## config.mk

```make
export PLATFORM = sky130hd
export DESIGN_NAME = sram_song_loader
export DESIGN_NICKNAME = d
export VERILOG_FILES = /design/src/rtl/sram_song_loader.sv
export SDC_FILE = /design/constraint.sdc
export NUM_CORES = 1
export LEC_CHECK = 0
export BUFFER_PORTS_ARGS = -buffer_cell sky130_fd_sc_hd__buf_2
export CAP_MARGIN = 20
export CORE_MARGIN = 5
export CORE_UTILIZATION = 53
export CTS_CLUSTER_SIZE = 14
export DETAILED_ROUTE_END_ITERATION = 12
export PLACE_DENSITY = 0.78
export SLEW_MARGIN = 0
export SYNTH_ARGS = -nofsm -noshare
export SYNTH_HDL_FRONTEND = slang
export SYNTH_SLANG_ARGS = --single-unit
```

## constraint.sdc

```tcl
create_clock -name CLK -period 2 [get_ports CLK]
set_input_delay 0.4 -clock CLK [delete_from_list [all_inputs] [get_ports CLK]]
set_output_delay 0.4 -clock CLK [all_outputs]
set_load 0.05 [all_outputs]
```

## src/rtl/sram_song_loader.sv

```systemverilog
// Song SRAM writer: assembles big-endian byte pairs from the host receiver into 16-bit words
// and writes them to consecutive SRAM addresses starting at 0. The processor stays paused
// while LOADING is high.
//
// Ports:
//   CLK, RST_N            clock, asynchronous active-low reset
//   START                 pulse: restart at address 0, clear count and flags
//   RX_VALID, RX_DATA     byte strobe and data
//   SRAM_WE/CE/OE/LB/UB   active-low SRAM controls
//   SRAM_A, SRAM_D_OUT    write address and data
//   SRAM_D_OE             1 = drive the SRAM data bus
//   LOADING, BUSY         load in progress / write cycle in progress
//   DONE, ERR_OVERRUN,
//   ERR_FULL              sticky status flags
//   WORD_COUNT            number of words written
module sram_song_loader #(
    parameter int unsigned ADDR_W    = 18,
    parameter int unsigned WE_CYCLES = 2,
    parameter int unsigned MAX_WORDS = 262144
) (
    input  logic              CLK,
    input  logic              RST_N,
    input  logic              START,
    input  logic              RX_VALID,
    input  logic [7:0]        RX_DATA,
    output logic              SRAM_WE,
    output logic              SRAM_CE,
    output logic              SRAM_OE,
    output logic              SRAM_LB,
    output logic              SRAM_UB,
    output logic [ADDR_W-1:0] SRAM_A,
    output logic [15:0]       SRAM_D_OUT,
    output logic              SRAM_D_OE,
    output logic              LOADING,
    output logic              BUSY,
    output logic              DONE,
    output logic              ERR_OVERRUN,
    output logic              ERR_FULL,
    output logic [ADDR_W:0]   WORD_COUNT
);

    localparam int unsigned CntW = (WE_CYCLES > 1) ? $clog2(WE_CYCLES) : 1;
    localparam logic [CntW-1:0]   LastCnt  = CntW'(WE_CYCLES - 1);
    localparam logic [ADDR_W-1:0] LastAddr = ADDR_W'(MAX_WORDS - 1);

    typedef enum logic [2:0] {
        StIdle, StWaitHi, StWaitLo, StWrSetup, StWrPulse, StWrHold, StFinished
    } state_e;

    state_e              state_q, state_d;
    logic [ADDR_W-1:0]   addr_q, addr_d;
    logic [7:0]          hi_q, hi_d;
    logic [15:0]         data_q, data_d;
    logic [CntW-1:0]     cnt_q, cnt_d;
    logic [ADDR_W:0]     wc_q, wc_d;
    logic                done_q, done_d;
    logic                overrun_q, overrun_d;
    logic                full_q, full_d;
    logic                busy;

    always_ff @(posedge CLK or negedge RST_N) begin
        if (!RST_N) begin
            state_q   <= StIdle;
            addr_q    <= '0;
            hi_q      <= '0;
            data_q    <= '0;
            cnt_q     <= '0;
            wc_q      <= '0;
            done_q    <= 1'b0;
            overrun_q <= 1'b0;
            full_q    <= 1'b0;
        end else begin
            state_q   <= state_d;
            addr_q    <= addr_d;
            hi_q      <= hi_d;
            data_q    <= data_d;
            cnt_q     <= cnt_d;
            wc_q      <= wc_d;
            done_q    <= done_d;
            overrun_q <= overrun_d;
            full_q    <= full_d;
        end
    end

    assign busy = (state_q == StWrSetup) || (state_q == StWrPulse) || (state_q == StWrHold);

    always_comb begin
        state_d   = state_q;
        addr_d    = addr_q;
        hi_d      = hi_q;
        data_d    = data_q;
        cnt_d     = cnt_q;
        wc_d      = wc_q;
        done_d    = done_q;
        overrun_d = overrun_q;
        full_d    = full_q;
        if (START) begin
            // START wins over everything, including a byte in the same cycle.
            state_d   = StWaitHi;
            addr_d    = '0;
            cnt_d     = '0;
            wc_d      = '0;
            done_d    = 1'b0;
            overrun_d = 1'b0;
            full_d    = 1'b0;
        end else begin
            if (busy && RX_VALID) begin
                overrun_d = 1'b1;
            end
            unique case (state_q)
                StIdle: ;
                StWaitHi: begin
                    if (RX_VALID) begin
                        hi_d    = RX_DATA;
                        state_d = StWaitLo;
                    end
                end
                StWaitLo: begin
                    if (RX_VALID) begin
                        data_d  = {hi_q, RX_DATA};
                        cnt_d   = '0;
                        state_d = StWrSetup;
                    end
                end
                StWrSetup: state_d = StWrPulse;
                StWrPulse: begin
                    if (cnt_q == LastCnt) begin
                        state_d = StWrHold;
                    end else begin
                        cnt_d = cnt_q + 1'b1;
                    end
                end
                StWrHold: begin
                    wc_d = wc_q + 1'b1;
                    if (data_q[15:12] == 4'b0000) begin
                        state_d = StFinished;
                        done_d  = 1'b1;
                    end else if (addr_q == LastAddr) begin
                        // No wrap-around: the song would overwrite its own start.
                        state_d = StFinished;
                        full_d  = 1'b1;
                    end else begin
                        addr_d  = addr_q + 1'b1;
                        state_d = StWaitHi;
                    end
                end
                StFinished: ;
                default: state_d = StIdle;
            endcase
        end
    end

    // WE decoded straight from state so an async reset releases it immediately.
    assign SRAM_WE     = (state_q != StWrPulse);
    assign SRAM_CE     = 1'b0;
    assign SRAM_LB     = 1'b0;
    assign SRAM_UB     = 1'b0;
    assign LOADING     = (state_q != StIdle) && (state_q != StFinished);
    assign SRAM_OE     = LOADING;
    assign SRAM_D_OE   = busy;
    assign BUSY        = busy;
    assign SRAM_A      = addr_q;
    assign SRAM_D_OUT  = data_q;
    assign DONE        = done_q;
    assign ERR_OVERRUN = overrun_q;
    assign ERR_FULL    = full_q;
    assign WORD_COUNT  = wc_q;

endmodule

```

Word level (Yosys, flattened, before mapping)

Index checks and enable logic that the tools add are counted.

Shifts and indexed selects: 0
Div/mod/pow operators: 0
Reduce and logical (&&, ||, !) cells: 20
Bitwise gates (word level): 1
Add/sub/neg operators: 3
Multiplexer cells: 26
Magnitude comparators: 0
Equality and inequality tests: 15
Multiply operators: 0

Operators with widths:

| cell                                                             | count |
|---|---|
| 18-bit 2-to-1 mux                                                | 4 |
| 19-bit 2-to-1 mux                                                | 2 |
| 19-bit by 1-bit adder with 19-bit output (second input constant) | 1 |
| 18-bit by 1-bit adder with 18-bit output (second input constant) | 1 |
| 18-bit == test (second input constant)                           | 1 |
| 3-bit 2-to-1 mux                                                 | 6 |
| 3-bit one-hot mux with 6 select lines                            | 1 |
| 3-bit != test (second input constant)                            | 5 |
| 1-bit 2-to-1 mux                                                 | 12 |
| 3-bit AND reduction                                              | 4 |
| 3-bit == test (second input constant)                            | 3 |
| 2-bit nonzero test                                               | 4 |
| 3-bit by 2-bit == test with 1-bit output (second input constant) | 2 |
| 3-bit nonzero test                                               | 2 |
| 4-bit zero test                                                  | 1 |
| 2-bit != test (second input constant)                            | 2 |
| 2-bit AND reduction                                              | 2 |
| 4-bit AND reduction                                              | 1 |
| 3-bit by 1-bit == test with 1-bit output (second input constant) | 1 |
| 3-bit zero test                                                  | 1 |
| 1-bit logical AND                                                | 2 |
| 1-bit logical OR                                                 | 2 |
| 2-bit by 1-bit != test with 1-bit output (second input constant) | 1 |
| 1-bit one-hot mux with 2 select lines                            | 1 |
| other kinds (3)                                                  | 3 |

ROM bits: 0
Memories kept: 0
Logic and storage cells: 74
Bits of input ports: 12
Memory bits (writable): 0
Bits in latches: 0
Output and inout bits: 64
Bits in registers: 68

Logic depth before layout (Yosys ltp)

Gate-level depths: netlist of run 1.

Depth in word-level cells: 6
Mapped depth: 6
Mapped depth without buffers: 6

Worst setup path before layout of run 1

OpenSTA, ideal clock, no wires.

Path kind: reg2out
Start: register state_q[1]
End: output port SRAM_D_OE
Path buffers: 2
Setup slack: -0.494 ns
Cell stages (with the launch flop): 4
Required time: 1.600 ns
Arrival time: 2.094 ns
Path through: dfrtp_1 > buf_2 > o21ai_0 > buf_4

Word-level cells in the longest chain between the ends: 3
Elaborated cells between the ends (all ways): 5
Classes of those cells: 3 x eq/ne; 2 x reduce/logical

RTL lines:

| element                                                                   | line | RTL |
|---|---|---|
| start: declaration                                                        | 50   | `state_e state_q, state_d;` |
| start signal: assignment                                                  | 63   | `state_q <= StIdle;` |
| start signal: assignment                                                  | 73   | `state_q <= state_d;` |
| 3-bit by 2-bit == test with 1-bit output or 3-bit == test (tied branches) | 85   | `assign busy = (state_q == StWrSetup) \|\| (state_q == StWrPulse) \|\| (state_q == StWrHold);` |
| 1-bit logical OR                                                          | 85   |  |
| 1-bit logical OR *                                                        | 85   |  |
| end: declaration                                                          | 33   | `output logic SRAM_D_OE,` |

Every way passes the cells marked *; elsewhere a longest branch is shown, timed or not.

Worst setup path in the final report of run 1

Start: register state_q[1]
End: output port SRAM_OE

Word-level cells in the longest chain between the ends: 2
Elaborated cells between the ends (all ways): 3
Classes of those cells: 1 x eq/ne; 2 x reduce/logical

RTL lines:

| element                                             | line | RTL |
|---|---|---|
| 3-bit != test or 3-bit nonzero test (tied branches) | 158  | `assign LOADING = (state_q != StIdle) && (state_q != StFinished);` |
| 1-bit logical AND *                                 | 158  |  |
| end: declaration                                    | 28   | `output logic SRAM_OE,` |

Marked as above.

==> flow_summary.toml, run 1 <==
[setup_path]
critPathRequiredTime_ps = 1600
timing.critical_path.from_type = "register"
setup.worst_path.end_class = "output port"
critical_path.slowest_cell = "sky130_fd_sc_hd__dfrtp_1"
worst-path-max-fanout = 10
timing.critical_path.buf_inv = 2
max_stage_delay_ps = 380
timing.reg2reg.setup_slack_ps = 230
path_delay_family = "simple AND/OR/NAND/NOR gates"
worst-setup-path-type = "reg2out"
cp_cell_sequence = "buf_4 -> nor2b_1 -> or3_1 -> buf_2"
cp_data_arrival_time_ps = 1550

[clock_network]
clock_tree_from_tritoncts = "done"
hold_buffers = 0
root_buffer = "sky130_fd_sc_hd__clkbuf_8"
clkTransAtPathRegs_ps = 90
clkLatencyLatePin_ps = 350
numCtsBuffers = 9
cts_buffer_depth = 2
htree_levels = 3
cts.sinks = 68

[routing]
initialDrtViolationCount = 119
post_drt_via_cell_ratio = 5.49
antenna_violating_nets_post_route = 0
wl_per_cell_um = 15.5
dr_total_vias = 2601
remaining_drc_errors = 0
totalWireLength_um = 7340
number_of_detailed_routing_iterations_run_before_antenna_repair = 4

[timing]
worst_slew_pin_slew_ps = 608
timing.hold.ws_ps = 50.9
fmax_mhz = 513
clock-skew-final_ps = 10.9
finalSetupViolCount = 0
maxSlewHeadroom_pct = 59.1
worst_setup_slack_after_layout_ps = 52.5
final.min_clock_period_ps = 1950
report.final.hold_viol_count = 0
drv_slew = 0
fin_crit_sh_pct = 97.4
timing.setup.tns_ps = 0
grt_setup_unrepaired = "true"

[synthesis]
syn_inst = 312
post-synth-top-area-fraction_pct = 50.4
yosysUniqueCellTypes = 50
netlist_area_um2 = 3370
synth_seq_area_share_pct = 50.4
synth_edf_count = 0
yosys.area_share.adder_pct = 0.742
postSynthRegisterBits = 68
ys_async_sr_fraction_pct = 100
synth-compound-area-share_pct = 5.01
yosys.area_share.xor_xnor_pct = 7.01
synth.avg_cell_area_um2 = 10.8
yosysWarningCount = 0
muxShareOfSynthArea_pct = 9.53
largest_family_of_logic_cells_by_synthesized_area = "simple AND/OR/NAND/NOR gates"
synth_largest_area_cell = "sky130_fd_sc_hd__dfrtp_1"
synth-simple-area-share_pct = 23.1
postSynth.topFlopCell = "sky130_fd_sc_hd__dfrtp_1"
synth_top_cells_by_area = "sky130_fd_sc_hd__dfrtp_1 50%, sky130_fd_sc_hd__mux2_2 8.0%, sky130_fd_sc_hd__xnor2_1 5.5%, sky130_fd_sc_hd__nor2_1 5.1%, sky130_fd_sc_hd__nand3_1 2.2%"

[placement]
gp_congestion = 0.831
place.detailed.instances = 456
post-dp-hpwl_um = 5270
dp_worst_setup_slack_ps = 213
place.port_buffers = 72

[power]
power_density_over_the_cells_nw_per_um2 = 1070
total_leakage_power_nw = 2.00
gate_power_share_pct = 26.5
net-switching-power_mw = 1.52
vdd_drop_max_v = 0.00106
clock_power_share_pct = 34.9
pwr-share-seq_pct = 38.6
switching_share_pct = 34.6
p_int_mw = 2.87

[hold_path]
hold_path_class = "in2async"

[global_routing]
globalRouteOverflowTotal = 0
grt_antenna_before_repair = 0
globalRouteTotalUtil_pct = 18.9
via_count_of_the_first_global_routing_pass = 2616
global_route_wire_length_before_repair_um = 12800
pin_count_of_the_biggest_net_entering_global_routing = 69

[layout]
final-seq-area_um2 = 1720
multi_input_area_um2 = 1550
design.final.nets = 406
post_layout_nonfiller_instances = 474
share_of_the_core_filled_with_cells_in_the_final_layout_pct = 65.6
insertedDiodeCount = 0
synthToLayoutAreaGrowth_pct = 22.0
n_fill_cell = 508
final_layout_size_suffix_gt1_share_pct = 39.8

[floorplan]
area_of_the_core_um2 = 6280
die_x_um = 89.8
fp.dieH_um = 89.8
ports_placed_on_the_boundary = 76
floorplan.initialDensity_pct = 53.8
num_rows = 29
die_area_um2 = 8060

[job]
max-cap-violations = 0

[run_status]
run_status = "finished, final reports clean"
[power groups by stage]
| stage | Sequential [mW] | Clock [mW] | Combinational, mW |
|---|---|---|---|
| 2_1_floorplan | 2.16 | 0 | 0.468 |
| 3_3_place_gp | 1.70 | 0 | 1.15 |
| 3_5_place_dp | 1.71 | 0 | 1.17 |
| 4_1_cts | 1.69 | 1.54 | 1.17 |
| 5_1_grt | 1.72 | 1.62 | 1.24 |
| 6_report | 1.69 | 1.53 | 1.16 |
[final timing paths]
path,start,endpoint,depth (start not counted)
setup / recovery,state_q[1],SRAM_OE,4
setup reg to reg,SRAM_A[0],SRAM_A[7],6
min in group CLK,RX_DATA[0],hi_q[0],2
hold reg to reg,ERR_OVERRUN,ERR_OVERRUN,2
max in group asynchronous,RST_N,SRAM_A[1],2
hold / removal,RST_N,WORD_COUNT[13],2
[per-layer routing]
metal	up-vias	track usage, %	part of all wire, %
met3	10	5.51	6.2
met2	64	30.9	49
li1	1243	-	-
met5	-	0	0
met1	1284	24.2	44
met4	0	6.05	1.2
[cells in the mapped netlist, types with 2 or more instances]
cell / instances
sky130_fd_sc_hd__a211oi_1: 3
sky130_fd_sc_hd__a21oi_1: 13
sky130_fd_sc_hd__and3_1: 7
sky130_fd_sc_hd__and3b_1: 2
sky130_fd_sc_hd__and4_1: 3
sky130_fd_sc_hd__buf_2: 2
sky130_fd_sc_hd__buf_4: 6
sky130_fd_sc_hd__buf_6: 2
sky130_fd_sc_hd__clkbuf_1: 5
sky130_fd_sc_hd__dfrtp_1: 68
sky130_fd_sc_hd__ha_1: 2
sky130_fd_sc_hd__inv_1: 6
sky130_fd_sc_hd__mux2_2: 24
sky130_fd_sc_hd__mux2i_1: 4
sky130_fd_sc_hd__nand2_1: 13
sky130_fd_sc_hd__nand3_1: 15
sky130_fd_sc_hd__nand4_1: 9
sky130_fd_sc_hd__nand4_2: 2
sky130_fd_sc_hd__nand4_4: 2
sky130_fd_sc_hd__nor2_1: 46
sky130_fd_sc_hd__nor2b_1: 3
sky130_fd_sc_hd__nor3_1: 10
sky130_fd_sc_hd__nor4_1: 2
sky130_fd_sc_hd__o21ai_0: 8
sky130_fd_sc_hd__or3_1: 5
sky130_fd_sc_hd__xnor2_1: 21
sky130_fd_sc_hd__xor2_1: 6
[cell type report]
type / instances / share of cell area [%]
clock buffer: 9 / 3.01
clock inverter: 7 / 3.56
inverter: 6 / 0.547
multi-input combinational: 223 / 37.6
sequential: 68 / 41.7
tap: 77 / 2.34
timing repair buffer: 84 / 11.2
[sequential cells by signal, summed over array words and instances, names as in the netlist]
signal	cells
DONE	1
ERR_FULL	1
ERR_OVERRUN	1
SRAM_A	18
SRAM_D_OUT	16
WORD_COUNT	19
cnt_q	1
hi_q	8
state_q	3
[placed cells by master, fill, tap and decap left out, drive strengths merged, types with 4 or more instances in the layout]
master	netlist	routed
mux2	25	25
a21oi	14	14
clkbuf	7	9
xnor2	21	21
nand3	16	16
xor2	6	6
mux2i	4	4
and4	4	4
nand4	13	13
nor3	11	11
bufinv	0	4
nand2	14	14
or3	5	5
nor2	46	46
buf	10	84
inv	6	8
dfrtp	68	68
o21ai	8	8
nor4	4	4
and3	9	9
[stage by stage]
step / power, mW / instance area, um^2
6_report: 4.38 / 4120
5_1_grt: 4.58 / 4120
4_1_cts: 4.40 / 4100
3_5_place_dp: 2.88 / 3830
3_3_place_gp: 2.84 / 3830
2_1_floorplan: 2.62 / 3400
[repair_timing]
| action | CTS | global route |
|---|---|---|
| hold endpoints to repair | 0 | 0 |
| endpoints found under the setup margin | 2 | 2 |
| gates resized for setup | 1 | 1 |
| buffers inserted | 0 | 2 |
[cell families after synthesis]
family	after synthesis
AND/OR/NAND/NOR	134
flip-flops	68
multiplexers	29
AO/OA/AOI/OAI	28
XOR/XNOR	27
buffers and inverters	23
adder cells (fa/ha/maj)	2
other	1
Power figures use the tool's default switching activity.
==> inputs of run 2 (changes only) <==
==> constraint.sdc (replaced) <==
create_clock -name CLK -period 2.15 [get_ports CLK]
set_input_delay 0.43 -clock CLK [delete_from_list [all_inputs] [get_ports CLK]]
set_output_delay 0.43 -clock CLK [all_outputs]
set_load 0.05 [all_outputs]
==> flow_summary.toml, run 2 (synthesis gave the netlist of run 1 again) <==
[placement]
place.port_buffers = 72
gp_congestion = 0.855
post-dp-hpwl_um = 5000

[run_status]
run_status = "finished, final reports clean"

[clock_network]
clock_tree_from_tritoncts = "done"
numCtsBuffers = 9
root_buffer = "sky130_fd_sc_hd__clkbuf_8"
clkTransAtPathRegs_ps = 70
htree_levels = 3
clkLatencyLatePin_ps = 340
cts_buffer_depth = 2
cts.sinks = 68

[setup_path]
critical_path.slowest_cell = "sky130_fd_sc_hd__dfrtp_1"
worst-path-max-fanout = 9
path_delay_family = "simple AND/OR/NAND/NOR gates"
timing.critical_path.buf_inv = 2
critPathRequiredTime_ps = 1720
cp_cell_sequence = "inv_2 -> nor2_1 -> or3_1 -> buf_2"
timing.critical_path.from_type = "register"
max_stage_delay_ps = 440
setup.worst_path.end_class = "output port"
worst-setup-path-type = "reg2out"
cp_data_arrival_time_ps = 1630

[power]
power_density_over_the_cells_nw_per_um2 = 934
vdd_drop_max_v = 0.000883
total_leakage_power_nw = 1.96

[routing]
antenna_violating_nets_post_route = 0
wl_per_cell_um = 15.0
totalWireLength_um = 7020
dr_total_vias = 2546
number_of_detailed_routing_iterations_run_before_antenna_repair = 4
post_drt_via_cell_ratio = 5.44
initialDrtViolationCount = 118
remaining_drc_errors = 0

[global_routing]
global_route_wire_length_before_repair_um = 12200
grt_antenna_before_repair = 0
globalRouteTotalUtil_pct = 18.2
pin_count_of_the_biggest_net_entering_global_routing = 69
via_count_of_the_first_global_routing_pass = 2528
globalRouteOverflowTotal = 0

[layout]
final_layout_size_suffix_gt1_share_pct = 35.5
synthToLayoutAreaGrowth_pct = 18.4
commonest_non_fill_non_tap_cells_in_the_layout = "72 x sky130_fd_sc_hd__buf_2, 66 x sky130_fd_sc_hd__dfrtp_1, 46 x sky130_fd_sc_hd__nor2_1"
share_of_the_core_filled_with_cells_in_the_final_layout_pct = 63.7
design.final.nets = 400
largest_register_ff_count = 19
most_frequent_standard_cell_in_the_layout_excluding_fill_and_tap_cells = "sky130_fd_sc_hd__buf_2"
insertedDiodeCount = 0

[timing]
finalSetupViolCount = 0
timing.setup.tns_ps = 0
clock-skew-final_ps = 8.15
report.final.hold_viol_count = 0
fmax_mhz = 487
maxSlewHeadroom_pct = 58.9
drv_slew = 0
fin_crit_sh_pct = 95.6
worst_slew_pin_slew_ps = 614
grt_setup_unrepaired = "false"
final.min_clock_period_ps = 2060

[floorplan]
area_of_the_core_um2 = 6280
ports_placed_on_the_boundary = 76
die_area_um2 = 8060
fp.dieH_um = 89.8
floorplan.initialDensity_pct = 53.8
die_x_um = 89.8
num_rows = 29

[job]
max-cap-violations = 0

[hold_path]
hold_path_class = "in2async"
-- run 2: cell types whose count changed in the layout (fill, tap and decap cells not counted), sizes merged --
cell	change
bufinv	-3
clkinv	+1
clkbuf	+4
buf	-6
inv	-2
-- run 2: final cells by class --
class,count,area [um^2]
clock inverter,3,43.8
multi-input combinational,223,1540
sequential,68,1700
clock buffer,13,169
timing repair buffer,78,418
tap,77,96.3
fill,508,2280
inverter,6,22.5
-- run 2: repair_timing --
item	in CTS	in global routing
gates resized for setup	0	1
hold buffers	0	0
setup endpoints to repair	0	2
hold endpoints to repair	0	0
buffers inserted	0	0
-- run 2: path summary, 6_finish.rpt --
kind / slack, ps / cells past startpoint / endpoint / start
hold / removal: 70 / 2 / SRAM_A[16] / RST_N
max in group asynchronous: 1720 / 2 / SRAM_A[0] / RST_N
setup / recovery: 90 / 4 / LOADING / state_q[2]
hold reg to reg: 500 / 2 / DONE / DONE
min in group CLK: 330 / 2 / hi_q[5] / RX_DATA[5]
setup reg to reg: 250 / 5 / SRAM_A[7] / state_q[1]
-- run 2: layer usage --
layer	global-route usage, %	part of all wire, %	vias to the layer above
li1	-	-	1229
met1	23.8	44	1244
met2	28.0	48	67
met3	6.34	7.5	6
met4	6.42	0.78	0
met5	0	0	-
-- run 2: power by group --
part / switching [mW] / leakage (nW) / internal, mW
Clock: 0.465 / 0.110 / 0.631
Combinational: 0.761 / 0.942 / 0.295
Sequential: 0.120 / 0.909 / 1.46
-- run 2: through the flow --
| step | hold slack, ps | std cells | instance area (um^2) | total power, mW | worst slack, ps |
|---|---|---|---|---|---|
| after floorplan | 134 | 314 | 3380 | 2.44 | 82.1 |
| after global placement | 477 | 452 | 3780 | 2.63 | 360 |
| after detailed placement | 478 | 452 | 3780 | 2.66 | 260 |
| after CTS | 108 | 468 | 4000 | 3.77 | 15.2 |
| after global routing | 109 | 468 | 4000 | 3.93 | 2.03 |
| final | 68.3 | 468 | 4000 | 3.73 | 94.6 |
==> inputs of run 3 (changes only) <==
==> constraint.sdc (replaced) <==
create_clock -name CLK -period 2.3 [get_ports CLK]
set_input_delay 0.46 -clock CLK [delete_from_list [all_inputs] [get_ports CLK]]
set_output_delay 0.46 -clock CLK [all_outputs]
set_load 0.05 [all_outputs]
==> flow_summary.toml, run 3 (synthesis gave the netlist of run 1 again) <==
[setup_path]
max_stage_delay_ps = 430
r2r.worst_path.cells = 5
worst-path-max-fanout = 9
setup.worst_path.end_class = "output port"
critical_path.slowest_cell = "sky130_fd_sc_hd__dfrtp_1"
timing.critical_path.from_type = "register"
timing.critical_path.buf_inv = 2
critical_path.reg2reg.endpoint = "SRAM_A[7]"
path_delay_family = "simple AND/OR/NAND/NOR gates"
cp_cell_sequence = "inv_1 -> nor2_1 -> or3_1 -> buf_2"
worst_setup_path_startpoint = "state_q[2]"
timing.reg2reg.setup_slack_ps = 460
cp_data_arrival_time_ps = 1680
critPathRequiredTime_ps = 1840
worst-setup-path-type = "reg2out"
r2r_start = "state_q[1]"

[clock_network]
numCtsBuffers = 9
postCtsSetupRepairBufs = 0
hold_buffers = 0
clock_tree_from_tritoncts = "done"
cts_buffer_depth = 2
clkTransAtPathRegs_ps = 80
root_buffer = "sky130_fd_sc_hd__clkbuf_8"
post_cts.resized_instances = 0
clkLatencyLatePin_ps = 340
cts.sinks = 68
htree_levels = 3

[layout]
design.final.nets = 400
commonest_non_fill_non_tap_cells_in_the_layout = "72 x sky130_fd_sc_hd__buf_2, 68 x sky130_fd_sc_hd__dfrtp_1, 46 x sky130_fd_sc_hd__nor2_1"
synthToLayoutAreaGrowth_pct = 18.7
final_layout_size_suffix_gt1_share_pct = 35.0
largest_register_ff_count = 19
most_frequent_standard_cell_in_the_layout_excluding_fill_and_tap_cells = "sky130_fd_sc_hd__buf_2"
insertedDiodeCount = 0
share_of_the_core_filled_with_cells_in_the_final_layout_pct = 63.8
post_layout_nonfiller_instances = 468

[timing]
timing.hold.ws_ps = 55.0
fin_crit_sh_pct = 93.2
maxSlewHeadroom_pct = 59.4
timing.setup.tns_ps = 0
drv_slew = 0
clock-skew-final_ps = 7.96
worst_setup_slack_after_layout_ps = 157
fmax_mhz = 467
final.min_clock_period_ps = 2140
worst_slew_pin_slew_ps = 603
grt_setup_unrepaired = "false"
report.final.hold_viol_count = 0
finalSetupViolCount = 0

[hold_path]
hold_path_class = "in2async"

[power]
vdd_drop_max_v = 0.000907
power_density_over_the_cells_nw_per_um2 = 887
total_leakage_power_nw = 1.96

[floorplan]
die_x_um = 89.8
fp.dieH_um = 89.8
num_rows = 29
floorplan.initialDensity_pct = 53.8
ports_placed_on_the_boundary = 76
die_area_um2 = 8060
area_of_the_core_um2 = 6280

[placement]
place.detailed.instances = 452
gp_congestion = 0.859
place.port_buffers = 72
dp_worst_setup_slack_ps = 496
post-dp-hpwl_um = 5230

[run_status]
run_status = "finished, final reports clean"

[global_routing]
pin_count_of_the_biggest_net_entering_global_routing = 51
global_route_wire_length_before_repair_um = 12400
globalRouteTotalUtil_pct = 18.5
grt_antenna_before_repair = 0
via_count_of_the_first_global_routing_pass = 2597
globalRouteOverflowTotal = 0

[routing]
antenna_violating_nets_post_route = 0
number_of_detailed_routing_iterations_run_before_antenna_repair = 4
remaining_drc_errors = 0
wl_per_cell_um = 15.5
totalWireLength_um = 7240
initialDrtViolationCount = 181
post_drt_via_cell_ratio = 5.50
dr_total_vias = 2572

[job]
max-cap-violations = 0
-- run 3: cell types whose count changed in the layout (fill, tap and decap cells not counted), sizes merged --
cell,before,now
clkbuf,13,9
inv,6,7
clkinv,2,1
clkinvlp,0,3
bufinv,1,2
-- run 3: metal layers --
metal  track usage, %  wire length, um  up-vias  share of wire, %
li1                 -                -     1237                 -
met1             23.4             3140     1247                43
met2             29.3             3450       79                48
met3             5.93              523        9               7.2
met4             7.56              126        0               1.7
met5                0                0        -                 0
-- run 3: how the worst max path moves through the flow --
stage	to	slack, ps	cells after the start
floorplan	SRAM_A[7]	130	6
global placement	SRAM_A[7]	560	6
detailed placement	SRAM_A[7]	500	5
CTS	LOADING	160	4
global route	SRAM_OE	50	4
finish	LOADING	160	4
-- run 3: worst reg2reg max path: stages, from the launching register on --
cell and delay (ps):
sky130_fd_sc_hd__dfrtp_1 480, sky130_fd_sc_hd__and3b_1 460, sky130_fd_sc_hd__nand2_4 100, sky130_fd_sc_hd__a21oi_4 230, sky130_fd_sc_hd__nand4_2 120, sky130_fd_sc_hd__mux2_1 330
-- run 3: layout make-up --
class / instances / area (um^2)
fillers: 526 / 2270
clock inverters: 7 / 100
clock buffers: 9 / 124
multi-input cells: 223 / 1540
inverters: 6 / 22.5
flip-flops and latches: 68 / 1700
repair buffers: 78 / 418
well taps: 77 / 96.3
-- run 3: power breakdown --
part	switching (mW)	total (mW)	leakage (nW)	internal, mW
clock network	0.481	1.10	0.102	0.615
logic	0.709	0.985	0.942	0.276
registers	0.109	1.47	0.913	1.36
total	1.30	3.55	1.96	2.26
-- run 3: stage by stage --
| stage | total power, mW | cell area, um^2 |
|---|---|---|
| after floorplan | 2.28 | 3380 |
| final | 3.55 | 4010 |
| after global placement | 2.46 | 3780 |
| after detailed placement | 2.49 | 3780 |
| after CTS | 3.60 | 4010 |
| after global routing | 3.73 | 4010 |
